===== src/rtl/pc_seq_pkg.sv =====
// ---------------------------------------------------------------------------
// pc_seq_pkg : shared constants and next-PC source enum for pc_sequencer
// Revision   : 1.0
// ---------------------------------------------------------------------------
`default_nettype none

package pc_seq_pkg;

  localparam int unsigned XLEN_DEF      = 32;
  localparam int unsigned RESET_VEC_DEF = 0;
  localparam int unsigned INC_DEF       = 4;
  localparam int unsigned RAS_DEPTH_DEF = 4;

  typedef enum logic [2:0] {
    SRC_SEQ    = 3'd0,
    SRC_BRANCH = 3'd1,
    SRC_JUMP   = 3'd2,
    SRC_RET    = 3'd3,
    SRC_FLUSH  = 3'd4,
    SRC_HOLD   = 3'd5
  } pc_src_e;

endpackage

`default_nettype wire


===== src/rtl/pc_sequencer_ras.sv =====
// ---------------------------------------------------------------------------
// pc_ras   : circular return-address stack; oldest entry is overwritten when full
// Revision : 1.0
// ---------------------------------------------------------------------------
`default_nettype none

module pc_ras #(
  parameter int unsigned XLEN      = 32,
  parameter int unsigned RAS_DEPTH = 4
) (
  input  logic                         clk,
  input  logic                         reset,
  input  logic                         push,
  input  logic                         pop,
  input  logic                         swap,
  input  logic [XLEN-1:0]              wdata,
  output logic [XLEN-1:0]              top,
  output logic [$clog2(RAS_DEPTH):0]   count,
  output logic                         overflow,
  output logic                         underflow
);

  localparam int unsigned PTR_W = $clog2(RAS_DEPTH);
  localparam int unsigned CNT_W = PTR_W + 1;
  localparam logic [CNT_W-1:0] FULL = CNT_W'(RAS_DEPTH);

  logic [XLEN-1:0]  mem_q [RAS_DEPTH];
  logic [PTR_W-1:0] ptr_q, ptr_d, top_idx, widx;
  logic [CNT_W-1:0] count_q, count_d;
  logic             we;

  // ptr_q always names the next free slot; the top lives one below it
  assign top_idx = ptr_q - PTR_W'(1);

  always_comb begin
    ptr_d     = ptr_q;
    count_d   = count_q;
    we        = 1'b0;
    widx      = ptr_q;
    overflow  = 1'b0;
    underflow = 1'b0;
    if (swap && (count_q != '0)) begin
      we   = 1'b1;
      widx = top_idx;
    end else if (push) begin
      we    = 1'b1;
      widx  = ptr_q;
      ptr_d = ptr_q + PTR_W'(1);
      if (count_q == FULL) overflow = 1'b1;
      else                 count_d  = count_q + CNT_W'(1);
    end else if (pop) begin
      if (count_q == '0) begin
        underflow = 1'b1;
      end else begin
        ptr_d   = top_idx;
        count_d = count_q - CNT_W'(1);
      end
    end
  end

  always_ff @(posedge clk or negedge reset) begin
    if (!reset) begin
      ptr_q   <= '0;
      count_q <= '0;
    end else begin
      ptr_q   <= ptr_d;
      count_q <= count_d;
    end
  end

  always_ff @(posedge clk) begin
    if (we) mem_q[widx] <= wdata;
  end

  assign top   = (count_q == '0) ? '0 : mem_q[top_idx];
  assign count = count_q;

endmodule

`default_nettype wire


===== src/rtl/pc_sequencer.sv =====
// ---------------------------------------------------------------------------
// pc_sequencer : PC register, prioritised next-PC mux and sticky RAS flags
// Revision     : 1.0
// ---------------------------------------------------------------------------
`default_nettype none

module pc_sequencer
  import pc_seq_pkg::*;
#(
  parameter int unsigned     XLEN      = XLEN_DEF,
  parameter logic [XLEN-1:0] RESET_VEC = XLEN'(RESET_VEC_DEF),
  parameter int unsigned     INC       = INC_DEF,
  parameter int unsigned     RAS_DEPTH = RAS_DEPTH_DEF
) (
  input  logic                        clk,
  input  logic                        reset,
  input  logic                        stall,
  input  logic                        flush,
  input  logic [XLEN-1:0]             flush_target,
  input  logic                        branch_taken,
  input  logic [XLEN-1:0]             branch_target,
  input  logic                        jump,
  input  logic                        call,
  input  logic [XLEN-1:0]             jump_target,
  input  logic                        ret,
  output logic [XLEN-1:0]             pc,
  output logic [XLEN-1:0]             pc_next,
  output logic [XLEN-1:0]             ras_top,
  output logic [$clog2(RAS_DEPTH):0]  ras_count,
  output logic                        ras_overflow,
  output logic                        ras_underflow
);

  localparam logic [XLEN-1:0] INC_V      = XLEN'(INC);
  localparam logic [XLEN-1:0] ALIGN_MASK = ~(INC_V - XLEN'(1));

  logic [XLEN-1:0] pc_q, pc_d, seq_pc;
  logic            ras_overflow_q, ras_overflow_d;
  logic            ras_underflow_q, ras_underflow_d;
  logic            ras_push, ras_pop, ras_swap;
  logic            ovf_pulse, unf_pulse;
  pc_src_e         src;

  assign seq_pc = pc_q + INC_V;

  always_comb begin
    src      = SRC_SEQ;
    ras_push = 1'b0;
    ras_pop  = 1'b0;
    ras_swap = 1'b0;
    if (flush) begin
      src = SRC_FLUSH;
    end else if (stall) begin
      src = SRC_HOLD;
    end else if (ret) begin
      if (ras_count != '0) begin
        src      = SRC_RET;
        ras_swap = call;
        ras_pop  = !call;
      end else if (call) begin
        // coroutine swap on an empty stack degenerates to a plain call
        src      = SRC_JUMP;
        ras_push = 1'b1;
      end else begin
        // empty pop: stack reports underflow, PC falls through sequentially
        src     = SRC_SEQ;
        ras_pop = 1'b1;
      end
    end else if (call) begin
      src      = SRC_JUMP;
      ras_push = 1'b1;
    end else if (jump) begin
      src = SRC_JUMP;
    end else if (branch_taken) begin
      src = SRC_BRANCH;
    end
  end

  always_comb begin
    pc_d = seq_pc;
    unique case (src)
      SRC_FLUSH:  pc_d = flush_target  & ALIGN_MASK;
      SRC_HOLD:   pc_d = pc_q;
      SRC_RET:    pc_d = ras_top       & ALIGN_MASK;
      SRC_JUMP:   pc_d = jump_target   & ALIGN_MASK;
      SRC_BRANCH: pc_d = branch_target & ALIGN_MASK;
      default:    pc_d = seq_pc;
    endcase
  end

  assign ras_overflow_d  = ras_overflow_q  | ovf_pulse;
  assign ras_underflow_d = ras_underflow_q | unf_pulse;

  always_ff @(posedge clk or negedge reset) begin
    if (!reset) begin
      pc_q            <= RESET_VEC;
      ras_overflow_q  <= 1'b0;
      ras_underflow_q <= 1'b0;
    end else begin
      pc_q            <= pc_d;
      ras_overflow_q  <= ras_overflow_d;
      ras_underflow_q <= ras_underflow_d;
    end
  end

  pc_ras #(
    .XLEN      (XLEN),
    .RAS_DEPTH (RAS_DEPTH)
  ) u_ras (
    .clk       (clk),
    .reset     (reset),
    .push      (ras_push),
    .pop       (ras_pop),
    .swap      (ras_swap),
    .wdata     (seq_pc),
    .top       (ras_top),
    .count     (ras_count),
    .overflow  (ovf_pulse),
    .underflow (unf_pulse)
  );

  assign pc            = pc_q;
  assign pc_next       = pc_d;
  assign ras_overflow  = ras_overflow_q;
  assign ras_underflow = ras_underflow_q;

endmodule

`default_nettype wire

===== config.mk =====
export PLATFORM = sky130hd
export DESIGN_NAME = pc_sequencer
export DESIGN_NICKNAME = d
export VERILOG_FILES = /design/src/rtl/pc_seq_pkg.sv /design/src/rtl/pc_sequencer_ras.sv /design/src/rtl/pc_sequencer.sv
export SDC_FILE = /design/constraint.sdc
export NUM_CORES = 1
export LEC_CHECK = 0
export CORE_ASPECT_RATIO = 0.9
export CORE_MARGIN = 2
export CORE_UTILIZATION = 49
export DETAILED_ROUTE_END_ITERATION = 16
export HOLD_SLACK_MARGIN = 0.1
export PLACE_DENSITY = 0.92
export SYNTH_ARGS = -nofsm -noshare
export SYNTH_HDL_FRONTEND = slang
export SYNTH_SLANG_ARGS = --single-unit

===== constraint.sdc =====
create_clock -name clk -period 4 [get_ports clk]
set_input_delay 0.4 -clock clk [delete_from_list [all_inputs] [get_ports clk]]
set_output_delay 0.4 -clock clk [all_outputs]
set_load 0.05 [all_outputs]

Yosys cells after proc, flatten, opt, wreduce, memory -nomap -nowiden:

Memories as Yosys holds them, arrays and structs flattened.
Index checks and enable logic that the tools add are counted.

* logic and storage cells: 72
* RAM bits: 128
* latch bits: 0
* bits in registers: 39
* bits in read-only memories: 0
* memories kept: 1

Memory list
* u_ras.mem_q: words 4, bits a word 32, rd ports 1, clocked after memory_dff 0, wr ports 1, line pc_sequencer_ras.sv:27 `logic [XLEN-1:0] mem_q [RAS_DEPTH];`

* reduce and logical (&&, ||, !) cells: 7
* shifts and indexed selects: 0
* multipliers: 0
* equal/unequal tests: 8
* multiplexer cells: 43
* magnitude comparators: 0
* divide/modulo/power cells: 0
* add/subtract/negate cells: 5
* bitwise gates (word level): 3

Operators by type and width (number)
* $pmux 32 s5: 1
* $add 32x3->32 const B: 1
* $mux 32: 1
* $mux 1: 26
* $mux 3: 7
* $mux 2: 8
* $eq 3x3->1 const B: 3
* $eq 3x2->1 const B: 2
* $ne 2x2->1 const B: 2
* $reduce_and 4->1: 1
* $add 3x1->3 const B: 1
* $eq 3x1->1 const B: 1
* $logic_not 3->1: 1
* $reduce_and 3->1: 1
* $reduce_bool 3->1: 1
* $sub 3x1->3 const B: 1
* $add 2x1->2 const B: 1
* $or 1x1->1: 2
* $reduce_bool 2->1: 1
* $sub 2x1->2 const B: 1
* $logic_and 1x1->1: 1
* $logic_not 1->1: 1
* $not 1->1: 1

Longest topological paths before layout:

* depth after elaboration: 9
* mapped depth: 9

Hierarchy:

Synthesis repeated with hierarchy kept, for this count alone.

* cell total of the unflattened synthesis: 608
* area total of the unflattened synthesis: 8097.8 sq um

Modules (own cells, without submodules)
* pc_ras: area each 5301.3 sq um, cells each 258, times used 1
* pc_sequencer: area each 2796.4 sq um, cells each 350, times used 1

Worst setup path before layout:

Ideal clock, no wire load.

* path kind: register to register
* start: register u_ras.count_q[2] (netlist: u_ras.count[2])
* end: memory u_ras.mem_q[3][0], enable pin
* setup time: 432 ps
* clock period less this slack: 3516 ps
* required time: 3568 ps
* buffers on the path: 1
* arrival time: 3084 ps
* cell stages (with the launch flop): 6
* path slack: 484 ps
* cells stage by stage: dfrtp_1 -> nor3_1 -> nand2b_1 -> buf_2 -> or3_1 -> a21oi_1

* longest elaborated chain between the ends: 9

RTL lines
* start, declared: line pc_sequencer_ras.sv:29 `logic [CNT_W-1:0] count_q, count_d;`
* start signal, assigned: line pc_sequencer_ras.sv:67 `count_q <= count_d;`
* $reduce_bool 3->1 (*): line pc_sequencer_ras.sv:42, pc_sequencer.sv:56
* $mux 1: line pc_sequencer.sv:56 `if (ras_count != '0) begin`
* $mux 1: line pc_sequencer.sv:55 `end else if (ret) begin`
* $mux 1: line pc_sequencer.sv:53 `end else if (stall) begin`
* $mux 1: line pc_sequencer.sv:51 `if (flush) begin`
* $mux 1 or $logic_and 1x1->1 (tied branches): line pc_sequencer_ras.sv:45, pc_sequencer_ras.sv:42
* $mux 1: line pc_sequencer_ras.sv:42 `if (swap && (count_q != '0)) begin`
* $mux 1: line pc_sequencer_ras.sv:72 `if (we) mem_q[widx] <= wdata;`
* $mux 1 (not written as such): line pc_sequencer_ras.sv:72
* end, declared: line pc_sequencer_ras.sv:27

Mark *: on every way between the ends. The rest lies on a longest branch, timed or not.

Worst setup path in the final report:

* start: input port call
* end: output port pc_next[28]

* longest elaborated chain between the ends: 7

RTL lines
* start, declared: line pc_sequencer.sv:23 `input logic call,`
* $mux 2: line pc_sequencer.sv:60 `end else if (call) begin`
* $mux 2: line pc_sequencer.sv:56
* $mux 3 (*): line pc_sequencer.sv:55
* $mux 3 (*): line pc_sequencer.sv:53
* $mux 3 (*): line pc_sequencer.sv:51
* $eq 3x1->1 (tied with other cells): line pc_sequencer.sv:81 `unique case (src)`
* $pmux 32 s5 (*): line pc_sequencer.sv:81
* end, declared: line pc_sequencer.sv:27 `output logic [XLEN-1:0] pc_next,`

Marks and branches as above.

==> results.ini <==
[global_route]
grtUsageMet3_pct=6.894
grt_pass1_wl_mm=35.85
antenna_found_initial=0
gr-total-overflow=0
use_met2_pct=46.33
grtUsageMet1_pct=33.25
first_global_vias=6375
grt_max_degree=40
top_usage_layer=met2
grtUsageTotal_pct=27.28

[clocking]
path_clk_slew_ps=60
clock_latency_ps=420
htreeDepth=4
cts_hold_buf=0
cts_buffer_depth=2
cts_root_buffer=clkbuf_16
cts_buffers=17
post_cts_buffers=0
clkSinkCount=167
cts_tree=yes
cts-resized-gates=0

[timing]
fin_skew_ps=6.237
fin_setup_tns_ps=0
max_slew_margin_pct=26.54
timing.final.crit_period_ps=3519
post-route-period-util_pct=87.97
hold_violations=0
drv_slew=0
rsz0062_at_grt=false
setup_violations=0
max_freq_mhz=284.2
worst_pin_slew_ps=1102

[routing]
vias=6148
wl_per_cell_um=24.69
drc_errors=0
detail_route.first_pass.iterations=6
viasPerCell=6.418
ant_nets=0
drt-total-wl_mm=23.65
dr.first_iter.drc_count=651

[die]
ios=205
dieWidth_um=138.6
start_util_pct=49.88
die_area_mm2=0.01735
fp-row-count=44
fp.dieH_um=125.1
core_area_mm2=0.01602

[layout]
drive_above_1_share_pct=17.98
fin_area_mm2=0.01108
antenna_cells=0
area_delta_synth_final_pct=38.69
finish.utilization_pct=69.17
fin_nets=845
finalNonFillerCells=958

[synthesis]
synth_most_common_cell=edfxtp_1
synthCells=553
synthTopCellsByCount=128 x edfxtp_1, 39 x dfrtp_1, 34 x nor2b_1
synth_edf_count=128
avgSynthCellArea_um2=14.45
netlist_area_mm2=0.007990
ys_ff_latch=167
ys_types=54
ys.flop_type=edfxtp_1
ys_async_sr_fraction_pct=23.35
yosysTopAreaCellShare_pct=48.11
ys_warn_count=0
synth_nets=659
yosysSeqAreaShare_pct=60.32
synth_area_leaders=edfxtp_1 48%, dfrtp_1 12%, mux4_2 9.0%
yosys.area.top_type=edfxtp_1

[worst_setup_path]
cp_data_required_time_ps=3600
critPathKind=in -> out
max_stage_delay_ps=880
worstSetupEndpointType=primary output
startpoint_type=input port
cp_top_family=buffers and inverters
cp_max_fo=17
crit_path_cell_trace=clkdlybuf4s50_1, a21bo_1, buf_4, a22oi_1, o211ai_1, o21a_1, buf_12
arrival_ps=3120
worst_path_max_delay_cell=clkdlybuf4s50_1
cp_num_buf_inv=3

[job]
drv_cap=0

[status]
outcome=finished clean

[worst_hold_path]
hp-class=in -> async

[power_and_ir_drop]
vdd_drop_max_mv=0.5912
cellPowerDensity_mw_per_mm2=703.5
cellLeakagePower_nw=3.830

[place]
placed_area_mm2=0.01052
io_buffers=198
place.gp.congestion=0.8007
dp_cells=927
dp_hpwl_mm=15.81

-- layer usage --
metal / share of wire (%) / vias up
met4: 3.4 / 0
li1: - / 2594
met1: 37 / 3065
met3: 8.8 / 74
met5: 0 / -
met2: 51 / 415
-- cells in the final DEF, fill, tap and decap left out, types with 22 or more instances in the layout --
cell type and n:
buf_12 34, a222oi_1 26, clkdlybuf4s50_1 166, edfxtp_1 128
o21a_1 26, xnor2_1 22, dfrtp_1 37, nand3_1 22
mux4_2 32, nor2b_1 32
-- through the flow --
step	worst slack [ps]	hold slack, ps	total power, mW
2_1_floorplan	484.4	104.4	4.828
6_report	481.1	190.6	7.796
3_3_place_gp	697.5	462.0	6.155
4_1_cts	498.0	201.5	7.808
3_5_place_dp	550.3	474.1	6.235
5_1_grt	335.0	233.2	8.052
-- flip-flops by register name (all words and copies together) (netlist names) --
name / flops
ras_underflow: 1
ras_overflow: 1
u_ras.mem_q: 128
u_ras.ptr_q: 2
pc: 32
u_ras.count: 3
-- worst paths after layout --
check | endpoint | slack, ps | startpoint | cells past startpoint
worst max-delay path | pc_next[28] | 480 | call | 7
worst min-delay path | ras_overflow | 190 | reset | 1
worst max register to register | u_ras.mem_q[1][17] | 1180 | u_ras.ptr_q[1] | 4
worst min register to register | ras_underflow | 490 | ras_underflow | 1
max in group asynchronous | u_ras.ptr_q[0] | 3080 | reset | 1
min in group clk | ras_underflow | 490 | ras_underflow | 1
-- power breakdown --
group	internal [mW]	switching (mW)	total, mW
Combinational	1.49	2.30	3.78
Sequential	2.12	0.326	2.45
Clock	0.942	0.622	1.56
Total	4.55	3.25	7.80
-- logic make-up after synthesis --
group           after synthesis  share of synthesized area, %
flops                       167                         60.32
simple gates                138                         9.944
compound gates              132                         13.20
buf+inv                      49                         3.085
mux                          33                         9.161
xor+xnor                     32                         3.883
fa+ha+maj                     2                        0.4071
-- cell type report --
type	count	area [um2]
clock buffers	22	464.2
repair buffers	212	2427
fillers	991	4938
flip-flops and latches	167	4822
multi-input cells	337	2993
clock inverters	9	101.3
inverters	4	15.01
well taps	207	259.0
Power figures use the tool's default switching activity.
==> variant: new RTL, same settings <==
Reset style: synchronous (`reset`), changed in 2 clocked blocks.
--- a/src/rtl/pc_sequencer_ras.sv
+++ b/src/rtl/pc_sequencer_ras.sv
@@ -59,5 +59,5 @@
   end
 
-  always_ff @(posedge clk or negedge reset) begin
+  always_ff @(posedge clk) begin
     if (!reset) begin
       ptr_q   <= '0;
--- a/src/rtl/pc_sequencer.sv
+++ b/src/rtl/pc_sequencer.sv
@@ -92,5 +92,5 @@
   assign ras_underflow_d = ras_underflow_q | unf_pulse;
 
-  always_ff @(posedge clk or negedge reset) begin
+  always_ff @(posedge clk) begin
     if (!reset) begin
       pc_q            <= RESET_VEC;
Formal check against the unedited RTL: differs if reset is asserted again (counterexample within 4 cycles, from zero or initial values and one cycle with reset low); with reset held inactive, the same outputs for 4 cycles.
==> variant against the original RTL <==
Critical path depth is 2 lower; register-to-register slack better by 0.11 ns; cell area increased by 2.2%; fmax is 1.1% higher; routed wire length increased by 4.4%; worst setup slack better by 0.037 ns; sequential cell count did not move; global-route usage increased by 0.34 points; area after synthesis is 2.5% higher; critical path type is now reg2out.
Power is not compared: it rests on default switching activity, and its combinational part moved more than twofold at a synthesized area within 25%.
==> variant: results (changes against the original RTL) <==
| Metric | Value |
|---|---|
| Post-synth top cells | edfxtp_1, dfxtp_1, a211oi_1, inv_1 |
| Slew headroom | 29.3% (+2.7 points) |
| Synthesis warning total | 0 (unchanged) |
| WL met3 | 2550 um (+22%) |
| Post-synth cell types | 58 (+7.4%) |
| Top cells by area, synth | edfxtp_1, dfxtp_1, mux4_2 |
| Min-Delay Path Class | reg2reg |
| Synth Net Count | 731 (+11%) |
| Num CTS Buffers | 17 (unchanged) |
| Total track usage | 27.6% (+0.34 points) |
| PortBufs | 198 (unchanged) |
| Reg clk slew, reported paths | 0.06 ns (about the same) |
| Sw Ratio | 30.6% |
| Setup bufs post-CTS | 0 (unchanged) |
| Filler cell count | 1080 (+9.0%) |
| Max Used Layer | met5 |
| Max rail drop VDD | 308 uV |
| Detailed Place HPWL | 17100 um (+8.2%) |
| Largest net degree at the start of global routing | 40 (unchanged) |
| Met1 usage | 35.7% (+2.5 points) |
| Asr flop ratio synth | 0% (-23 points) |
| Max stage delay on crit path | 0.88 ns (about the same) |
| Initial DRC count | 778 (+20%) |
| Seq/Total Area, Yosys | 56.5% (-3.9 points) |
| Number of synthesized flops with an enable pin | 128 (unchanged) |
| Reg2Reg Setup Slack | 1.29 ns (+0.11 ns) |
| Met2 usage | 44.8% (-1.5 points) |
| Delay-heaviest family, CP | compound AO/OA/AOI/OAI gates |
| ANT cells | 0 (unchanged) |
| Clock Skew | 0.0124 ns (+0.00612 ns) |
| Run status | finished clean |
| Via density per instance | 6.28 (-2.2%) |
| Root buf cell | clkbuf_16 |
| Wire per inst | 23.8 um (-3.5%) |
| Top reg by flops | u_ras.mem_q |
| Worst setup margin | 0.518 ns (+0.0367 ns) |
| CTS max path bufs | 2 (unchanged) |
| CTS H-Tree Depth | 4 (unchanged) |
| Slowest stage cell, crit path | dfxtp_2 |
| Pre-CTS setup slack | 0.646 ns (+0.0953 ns) |
| First-pass GRT wire length | 36800 um (+2.6%) |
| M3 GR Usage | 7.47% (+0.58 points) |
| Worst skew pair latency | 0.42 ns (about the same) |
| Vias in the first global route | 6449 (+1.2%) |
| Placer congestion estimate | 0.852 (+6.5%) |
| Arr. time, crit path | 3.08 ns (-0.04 ns) |
| Met1 wire length | 9720 um (+11%) |
| Post-cts resize count | 0 (unchanged) |
| Nets | 922 (+9.1%) |
| Max FO, Critical Path | 23 (+6) |
| P_leak | 0.00397 uW |
| Max FFs per register | 128 (unchanged) |
| Main synth FF type | edfxtp_1 |
| Share of layout cells above drive strength 1 | 16.8% (-1.2 points) |
| Initial antenna violation count | 1 (+1) |
| Met2 WL | 11800 um (-1.5%) |
| Drt pass-1 iters | 7 (+1) |
-- variant: changes by cell type in the layout (fill, tap and decap cells not counted), moves of 13 or more --
cell      change
dfrtp_1      -37
dfxtp_1      +37
a211oi_1     +35
inv_1        +30
o21a_1       -24
a21oi_1      +22
o211ai_1     -21
nor2_1       +14
xor2_1       +13
-- variant: per-stage QoR --
step	power (uW)	hold slack (ns)	cells	cell area (sq um)
6_report	4850	0.489	1036	11300
5_1_grt	4980	0.551	1036	11300
4_1_cts	4850	0.486	1036	11300
3_5_place_dp	3290	0.473	1004	10800
3_3_place_gp	3280	0.457	1004	10800
2_1_floorplan	2750	0.484	625	8200
-- variant: layout make-up --
type	instances	area share [%]
Clock buffer	20	3.86
Clock inverter	12	1.12
Inverter	35	1.16
Multi-Input combinational cell	375	28.7
Sequential cell	167	40.9
Tap cell	207	2.29
Timing Repair Buffer	220	22.0
-- variant: path summary, 6_finish.rpt --
check	start	endpoint	depth (start not counted)
min reg2reg	ras_underflow	ras_underflow	2
min	ras_underflow	ras_underflow	2
max reg2reg	u_ras.count[2]	u_ras.mem_q[2][7]	4
max	u_ras.ptr_q[0]	pc_next[22]	5
-- variant: power by group through the flow --
stage                     registers (uW)  logic, uW  clock network [uW]
after global routing                2020       1300                1650
after global placement              2050       1230                   0
after floorplan                     2110        638                   0
after detailed placement            2050       1240                   0
final                               2020       1260                1580
after CTS                           2020       1250                1580
-- variant: kinds of logic (layout without fill, tap and decap cells) --
kind of cell               after synthesis  in the layout  share of synthesized area, %
muxes                                   35             35                          9.17
xor gates and xnor gates                33             33                          3.53
and+or+nand+nor                        154            154                          11.2
adders and majority gates                2              2                         0.397
DFF                                    167            167                          56.5
AOI/OAI and AO/OA                      151            151                          14.5
buffers and inverters                   83            287                          4.67
